### src/rtl/tick_burst_ctrl.sv
// Burst controller: latches a period and burst length on start, then emits
// that many single-cycle ticks spaced period+1 clocks apart.
module tick_burst_ctrl #(
   parameter int unsigned CNT_W   = 26,
   parameter int unsigned BURST_W = 8
) (
   input  logic               iClk,
   input  logic               iRst,
   input  logic               iStart,
   input  logic               iAbort,
   input  logic [CNT_W-1:0]   iPeriod,
   input  logic [BURST_W-1:0] iBurst,
   output logic               oTick,
   output logic               oBusy,
   output logic               oDone,
   output logic               oAborted,
   output logic [BURST_W-1:0] oRemaining
);

   typedef enum logic {
      IDLE = 1'b0,
      RUN  = 1'b1
   } state_t;

   state_t             state;
   state_t             stateNxt;

   logic [CNT_W-1:0]   rPer;
   logic [CNT_W-1:0]   rCnt;
   logic [BURST_W-1:0] rRem;

   logic [CNT_W-1:0]   perNxt;
   logic [CNT_W-1:0]   cntNxt;
   logic [BURST_W-1:0] remNxt;
   logic               tickNxt;
   logic               doneNxt;
   logic               abortedNxt;
   logic               busyNxt;

   logic               startOk;
   logic               terminal;
   logic               lastTick;

   assign startOk  = iStart && (iBurst != '0);
   assign terminal = (rCnt == rPer);
   assign lastTick = (rRem <= BURST_W'(1));

   // State register
   always_ff @(posedge iClk) begin
      if (iRst) begin
         state <= IDLE;
      end else begin
         state <= stateNxt;
      end
   end

   // Next-state logic; abort takes priority over a terminal-count edge
   always_comb begin
      stateNxt = state;
      unique case (state)
         IDLE: begin
            if (startOk) begin
               stateNxt = RUN;
            end
         end
         RUN: begin
            if (iAbort) begin
               stateNxt = IDLE;
            end else if (terminal && lastTick) begin
               stateNxt = IDLE;
            end
         end
         default: stateNxt = IDLE;
      endcase
   end

   // Output / datapath next values, registered below
   always_comb begin
      perNxt     = rPer;
      cntNxt     = rCnt;
      remNxt     = rRem;
      tickNxt    = 1'b0;
      doneNxt    = 1'b0;
      abortedNxt = 1'b0;
      unique case (state)
         IDLE: begin
            if (iStart) begin
               if (iBurst != '0) begin
                  perNxt = iPeriod;
                  cntNxt = '0;
                  remNxt = iBurst;
               end else begin
                  remNxt  = '0;
                  doneNxt = 1'b1;
               end
            end
         end
         RUN: begin
            if (iAbort) begin
               abortedNxt = 1'b1;
            end else if (terminal) begin
               cntNxt  = '0;
               tickNxt = 1'b1;
               if (rRem != '0) begin
                  remNxt = rRem - BURST_W'(1);
               end
               if (lastTick) begin
                  doneNxt = 1'b1;
               end
            end else begin
               cntNxt = rCnt + CNT_W'(1);
            end
         end
         default: begin
            cntNxt = '0;
         end
      endcase
   end

   assign busyNxt = (stateNxt == RUN);

   // Datapath and output registers
   always_ff @(posedge iClk) begin
      if (iRst) begin
         rPer     <= '0;
         rCnt     <= '0;
         rRem     <= '0;
         oTick    <= 1'b0;
         oBusy    <= 1'b0;
         oDone    <= 1'b0;
         oAborted <= 1'b0;
      end else begin
         rPer     <= perNxt;
         rCnt     <= cntNxt;
         rRem     <= remNxt;
         oTick    <= tickNxt;
         oBusy    <= busyNxt;
         oDone    <= doneNxt;
         oAborted <= abortedNxt;
      end
   end

   assign oRemaining = rRem;

endmodule

### config.mk
export PLATFORM = sky130hd
export DESIGN_NAME = tick_burst_ctrl
export DESIGN_NICKNAME = d
export VERILOG_FILES = /design/src/rtl/tick_burst_ctrl.sv
export SDC_FILE = /design/constraint.sdc
export NUM_CORES = 1
export LEC_CHECK = 0
export CORE_MARGIN = 4
export CORE_UTILIZATION = 50
export DETAILED_ROUTE_END_ITERATION = 6
export MAX_ROUTING_LAYER = met4
export PLACE_DENSITY = 0.8
export SLEW_MARGIN = 30
export SYNTH_ARGS = -nofsm -noshare
export SYNTH_HDL_FRONTEND = slang
export SYNTH_SLANG_ARGS = --single-unit
### constraint.sdc
create_clock -name iClk -period 4.5 [get_ports iClk]
set_clock_uncertainty 0.05 [all_clocks]
set_input_delay 0.45 -clock iClk [delete_from_list [all_inputs] [get_ports iClk]]
set_output_delay 0.45 -clock iClk [all_outputs]
set_load 0.02 [all_outputs]
==> results of run 1 <==
## worst min-delay path: stages (launching register included)
cell	delay, ns
dfxtp_1	0.32
nand2_1	0.05
a21oi_1	0.05
## cell type report
type	instances	share of cell area, %
Multi-Input combinational cell	287	44.3
Sequential cell	64	34.1
Timing Repair Buffer	52	13.6
Clock buffer	13	3.96
Tap cell	75	2.49
Inverter	11	1.10
Clock inverter	3	0.466
## path summary, 6_finish.rpt
kind / from / endpoint
worst min register to register: rPer[17] / rPer[17]
worst min-delay path: rPer[17] / rPer[17]
worst max-delay path: oBusy / oRemaining[4]
worst max register to register: oBusy / oRemaining[4]
## sequential cells by signal, summed over array words and instances (netlist names)
| register | cells |
|---|---|
| rPer | 26 |
| oBusy | 1 |
| oTick | 1 |
| oDone | 1 |
| oAborted | 1 |
| rCnt | 26 |
| oRemaining | 8 |
## synth_stat cells (2+ instances only)
master | count | area share [%]
a31o_2 | 2 | 0.57
nor3_1 | 6 | 0.97
nand2_1 | 64 | 7.8
nand4_1 | 14 | 2.8
xnor2_1 | 30 | 8.5
or4b_2 | 2 | 0.65
or3_1 | 4 | 0.81
nand2b_1 | 5 | 1.0
nor2_1 | 48 | 5.8
a32o_1 | 2 | 0.65
mux2i_1 | 3 | 0.97
a21o_1 | 2 | 0.49
nor2b_1 | 6 | 1.2
o32ai_1 | 2 | 0.57
buf_6 | 4 | 1.5
and4_1 | 2 | 0.57
clkbuf_1 | 10 | 1.2
dfxtp_1 | 64 | 42
nand3_1 | 9 | 1.5
and3_1 | 3 | 0.61
a21oi_1 | 31 | 5.0
a31oi_1 | 2 | 0.41
nor4_1 | 7 | 1.4
inv_1 | 11 | 1.3
ha_1 | 3 | 1.2
o21ai_0 | 5 | 0.81
buf_2 | 2 | 0.32
xor2_1 | 20 | 5.7
## cell families (layout without fill, tap and decap cells)
| family | Yosys count | in the layout |
|---|---|---|
| AO/OA/AOI/OAI | 53 | 53 |
| XOR/XNOR | 50 | 50 |
| adder cells (fa/ha/maj) | 3 | 3 |
| buffers and inverters | 28 | 79 |
| flip-flops | 64 | 64 |
| multiplexers | 3 | 3 |
| AND/OR/NAND/NOR | 178 | 178 |
## power groups by stage
stage	combinational [mW]	sequential (mW)	clock [mW]
2_1_floorplan	0.118	0.626	0
3_3_place_gp	0.190	0.625	0
3_5_place_dp	0.193	0.626	0
4_1_cts	0.194	0.613	0.436
5_1_grt	0.213	0.617	0.467
6_report	0.194	0.613	0.426
## metrics by stage
step	setup slack [ns]	area [µm²]	utilization, %	hold WS, ns
finish	1.81	3760	63.2	0.419
global route	1.60	3760	63.2	0.439
CTS	1.83	3760	63.2	0.422
detailed placement	1.54	3600	60.4	0.412
global placement	1.58	3600	60.4	0.408
floorplan	2.07	3090	-	0.398
## layer usage
layer | up-vias | routed length, µm
li1 | 1372 | -
met4 | 0 | 84
met5 | - | 0
met3 | 8 | 568
met1 | 1242 | 3130
met2 | 91 | 3390
==> qor.yml, run 1 <==
overflow: 0
ys_seq_area_share_pct: 41.5
use_met3_pct: 6.18
start_util_pct: 51.8
critPathKind: "flip-flop to flip-flop"
drt_wl_total_um: 7160
ff_latch_area_um2: 1280
final_cells: 505
synthFlopType: "dfxtp_1"
cap_viol_max_count: 0
max_stage_delay_ns: 0.78
place.detailed.hpwl_um: 5110
async_flop_share_pct: 0
crit_path_start_kind: "flip-flop"
power_per_cell_area_nw_per_um2: 328
rsz0062_at_grt: "no"
cts_tree: "done"
place_inst: 489
p_leak_nw: 1.37
met2_usage_pct: 33.0
ys_ff_latch: 64
syn-instance-count: 379
min_period_ns: 2.69
grt_pass1_wl_um: 11800
multiInputGateArea_um2: 1670
synthSimpleGateAreaFrac_pct: 27.3
die_h_um: 86.6
cts_resized: 0
die-area_um2: 7490
antenna_found_initial: 0
seq_power_share_pct: 49.7
path_clk_slew_ns: 0.07
cts.sinks: 64
clockBufferDepth: 2
fillers: 529
peakVddDrop_mv: 0.207
synthAdderAreaFrac_pct: 1.22
path_cells: "or4b_2 > o22ai_1 > nor4_1 > a21oi_2 > nor2_1 > a32o_1"
grt_busiest_layer: "met2"
cts_max_level: 3
ios: 50
cp_max_fo: 24
gp_congestion: 0.890
gr-usage-met1_pct: 24.9
first_pass_iters: 4
cts_buffers: 9
n_antenna_cell: 0
synth_mux_area_share_pct: 0.973
grt_max_degree: 41
ctsRootBufferMaster: "clkbuf_8"
die_x_um: 86.6
final_nets: 466
hold_violations: 0
rrSetupSlack_ns: 1.81
fin_crit_sh_pct: 59.8
crit_buf_inv: 0
holdCritPathClass: "flip-flop to flip-flop"
slowest_stage: "dfxtp_1"
grt_pass1_vias: 2595
crit_family: "simple AND/OR/NAND/NOR gates"
mostFrequentLayoutCells: "64 x nand2_1, 64 x dfxtp_1, 49 x clkdlybuf4s50_1"
crit_arrival_ns: 2.87
area_growth_pct: 21.9
p_switching_mw: 0.338
internal-power_mw: 0.896
maxSlewViolCount: 0
syn_area_um2: 3090
tightest_slew_ns: 0.838
core_um2: 5960
synth_nets: 420
drtIter0Drc: 142
avgSynthCellArea_um2: 8.14
drt-wirelength-per-cell_um: 14.2
synth_compound_area_share_pct: 10.3
synth_top_family_by_area: "simple AND/OR/NAND/NOR gates"
yosys_warnings: 0
vias: 2713
drtAntennaViolNets: 0
power_frac_comb_pct: 15.7
hold_buffers: 0
p_sw_share_pct: 27.4
synth_xor_xnor_area_share_pct: 14.2
drcViolationCount: 0
r2r_cells: 6
total_power_mw: 1.23
port_buffers: 49
drive_above_1_share_pct: 5.58
synth_cell_type_count: 44
setup_violations: 0
row_count: 28
via_per_inst: 5.37
clk_latency_ns: 0.34
grtUsageTotal_pct: 20.8
status: "finished, final reports clean"
worstPathRequired_ns: 4.68
fmax_ghz: 0.372
critical_path_depth: 6
min_path_cells: 2
postCtsSetupBuffers: 0
end_kind: "flip-flop"
tns_ns: 0
clkPwrFrac_pct: 34.6
maxSlewHeadroom_pct: 44.1
synth_edf_count: 0
Power figures use the tool's default switching activity.
==> inputs of run 2 (changes only) <==
--- a/config.mk
+++ b/config.mk
@@ -6,10 +6,10 @@
 export NUM_CORES = 1
 export LEC_CHECK = 0
 export CORE_MARGIN = 4
-export CORE_UTILIZATION = 50
+export CORE_UTILIZATION = 48
 export DETAILED_ROUTE_END_ITERATION = 6
 export MAX_ROUTING_LAYER = met4
-export PLACE_DENSITY = 0.8
+export PLACE_DENSITY = 0.81
 export SLEW_MARGIN = 30
 export SYNTH_ARGS = -nofsm -noshare
 export SYNTH_HDL_FRONTEND = slang
==> constraint.sdc (replaced) <==
create_clock -name iClk -period 2.2 [get_ports iClk]
set_clock_uncertainty 0.05 [all_clocks]
set_input_delay 0.22 -clock iClk [delete_from_list [all_inputs] [get_ports iClk]]
set_output_delay 0.22 -clock iClk [all_outputs]
set_load 0.02 [all_outputs]
==> qor.yml, run 2 (same netlist as run 1, synthesis figures left out) <==
status: "finished, final reports clean"
drtAntennaViolNets: 0
final_nets: 489
crit_path_start_kind: "input pin"
seq_power_share_pct: 47.8
placed_area_um2: 3800
maxSlewViolCount: 0
met2_usage_pct: 32.6
cts_max_level: 3
drt_wl_total_um: 7460
critPathKind: "input pin to flip-flop"
cts_buffers: 9
drtIter0Drc: 176
cp_max_fo: 26
crit_arrival_ns: 2.35
drt-wirelength-per-cell_um: 14.1
die_x_um: 88.2
grtUsageTotal_pct: 20.8
die-area_um2: 7770
cts_tree: "done"
worstPathRequired_ns: 2.42
path_clk_slew_ns: 0.07
fin_crit_sh_pct: 96.5
n_antenna_cell: 0
setup_violations: 0
drive_above_1_share_pct: 13.1
first_pass_iters: 4
clk_latency_ns: 0.34
p_leak_nw: 1.51
fin_area_um2: 4020
maxSlewHeadroom_pct: 64.8
use_met3_pct: 5.46
core_um2: 6060
overflow: 0
grt_max_degree: 27
gr-usage-met1_pct: 24.9
max_stage_delay_ns: 0.55
end_kind: "flip-flop"
crit_buf_inv: 2
drcViolationCount: 0
peakVddDrop_mv: 0.422
min_period_ns: 2.12
power_per_cell_area_nw_per_um2: 650
holdCritPathClass: "input pin to flip-flop"
path_cells: "clkdlybuf4s50_1 > or4_4 > or3_1 > and2_4 > a21o_1 > buf_12 > nor2_1"
via_per_inst: 5.44
internal-power_mw: 1.90
utilization_pct: 66.3
ctsRootBufferMaster: "clkbuf_8"
port_buffers: 49
start_util_pct: 50.9
p_sw_share_pct: 27.1
mostFrequentLayoutCells: "64 x nand2_1, 61 x dfxtp_1, 49 x clkdlybuf4s50_1"
gp_congestion: 0.920
power_frac_comb_pct: 17.9
grt_pass1_vias: 2703
clkPwrFrac_pct: 34.3
vias: 2869
place.detailed.hpwl_um: 5670
final_common_cell: "nand2_1"
cts.sinks: 64
slowest_stage: "or4_4"
clockBufferDepth: 2
p_switching_mw: 0.708
grt_pass1_wl_um: 12200
cap_viol_max_count: 0
row_count: 28
grt_busiest_layer: "met2"
ios: 50
die_h_um: 88.2
fmax_ghz: 0.471
area_growth_pct: 30.3
hold_violations: 0
antenna_found_initial: 0
final_cells: 527
crit_family: "simple AND/OR/NAND/NOR gates"
place_inst: 510
tightest_slew_ns: 0.524
-- run 2: cell types whose count changed in the layout (fill, tap and decap cells not counted), sizes merged --
cell    delta
clkbuf     -1
buf       +23
-- run 2: worst paths after layout --
check	from	to	slack [ns]	cells past startpoint
worst max register to register	oRemaining[6]	oRemaining[5]	0.09	7
worst min-delay path	iPeriod[22]	rPer[22]	0.37	3
worst max-delay path	iBurst[4]	rCnt[13]	0.08	7
worst min register to register	rPer[10]	rPer[10]	0.42	2
-- run 2: timing repair --
item,CTS,global route
hold buffers,0,0
setup buffers,0,2
endpoints found under the setup margin,0,6
resized for setup,0,6
-- run 2: stage by stage --
step | worst slack (ns) | total power, mW | setup TNS [ns] | hold WS (ns)
2_1_floorplan | 0.0985 | 1.54 | 0 | 0.306
3_3_place_gp | -0.229 | 1.72 | -5.35 | 0.407
3_5_place_dp | -0.264 | 1.73 | -6.31 | 0.411
4_1_cts | 0.0359 | 2.62 | 0 | 0.355
5_1_grt | -0.00870 | 2.74 | -0.0142 | 0.369
6_report | 0.0767 | 2.61 | 0 | 0.373
-- run 2: cell type report --
type	count	area (µm²)
inverters	11	43.8
repair buffers	75	711
well taps	75	93.8
fillers	486	2040
flip-flops and latches	64	1290
clock inverters	3	17.5
multi-input cells	287	1710
clock buffers	12	155
-- run 2: per-layer routing --
layer | vias up | share of wire [%]
li1 | 1424 | -
met1 | 1348 | 44
met2 | 78 | 48
met3 | 19 | 5.4
met4 | 0 | 2.8
met5 | - | 0
-- run 2: power groups by stage --
stage / combinational (mW) / clock (mW) / sequential (mW)
finish: 0.466 / 0.896 / 1.25
global route: 0.509 / 0.974 / 1.25
CTS: 0.458 / 0.919 / 1.25
detailed placement: 0.456 / 0 / 1.27
global placement: 0.447 / 0 / 1.27
floorplan: 0.254 / 0 / 1.28
-- run 2: tightest hold or removal path, delay by kind of cell --
kind	cells	cell delay, ns
buffers and inverters	1	0.39
AOI/OAI and AO/OA	1	0.05
and+or+nand+nor	1	0.05
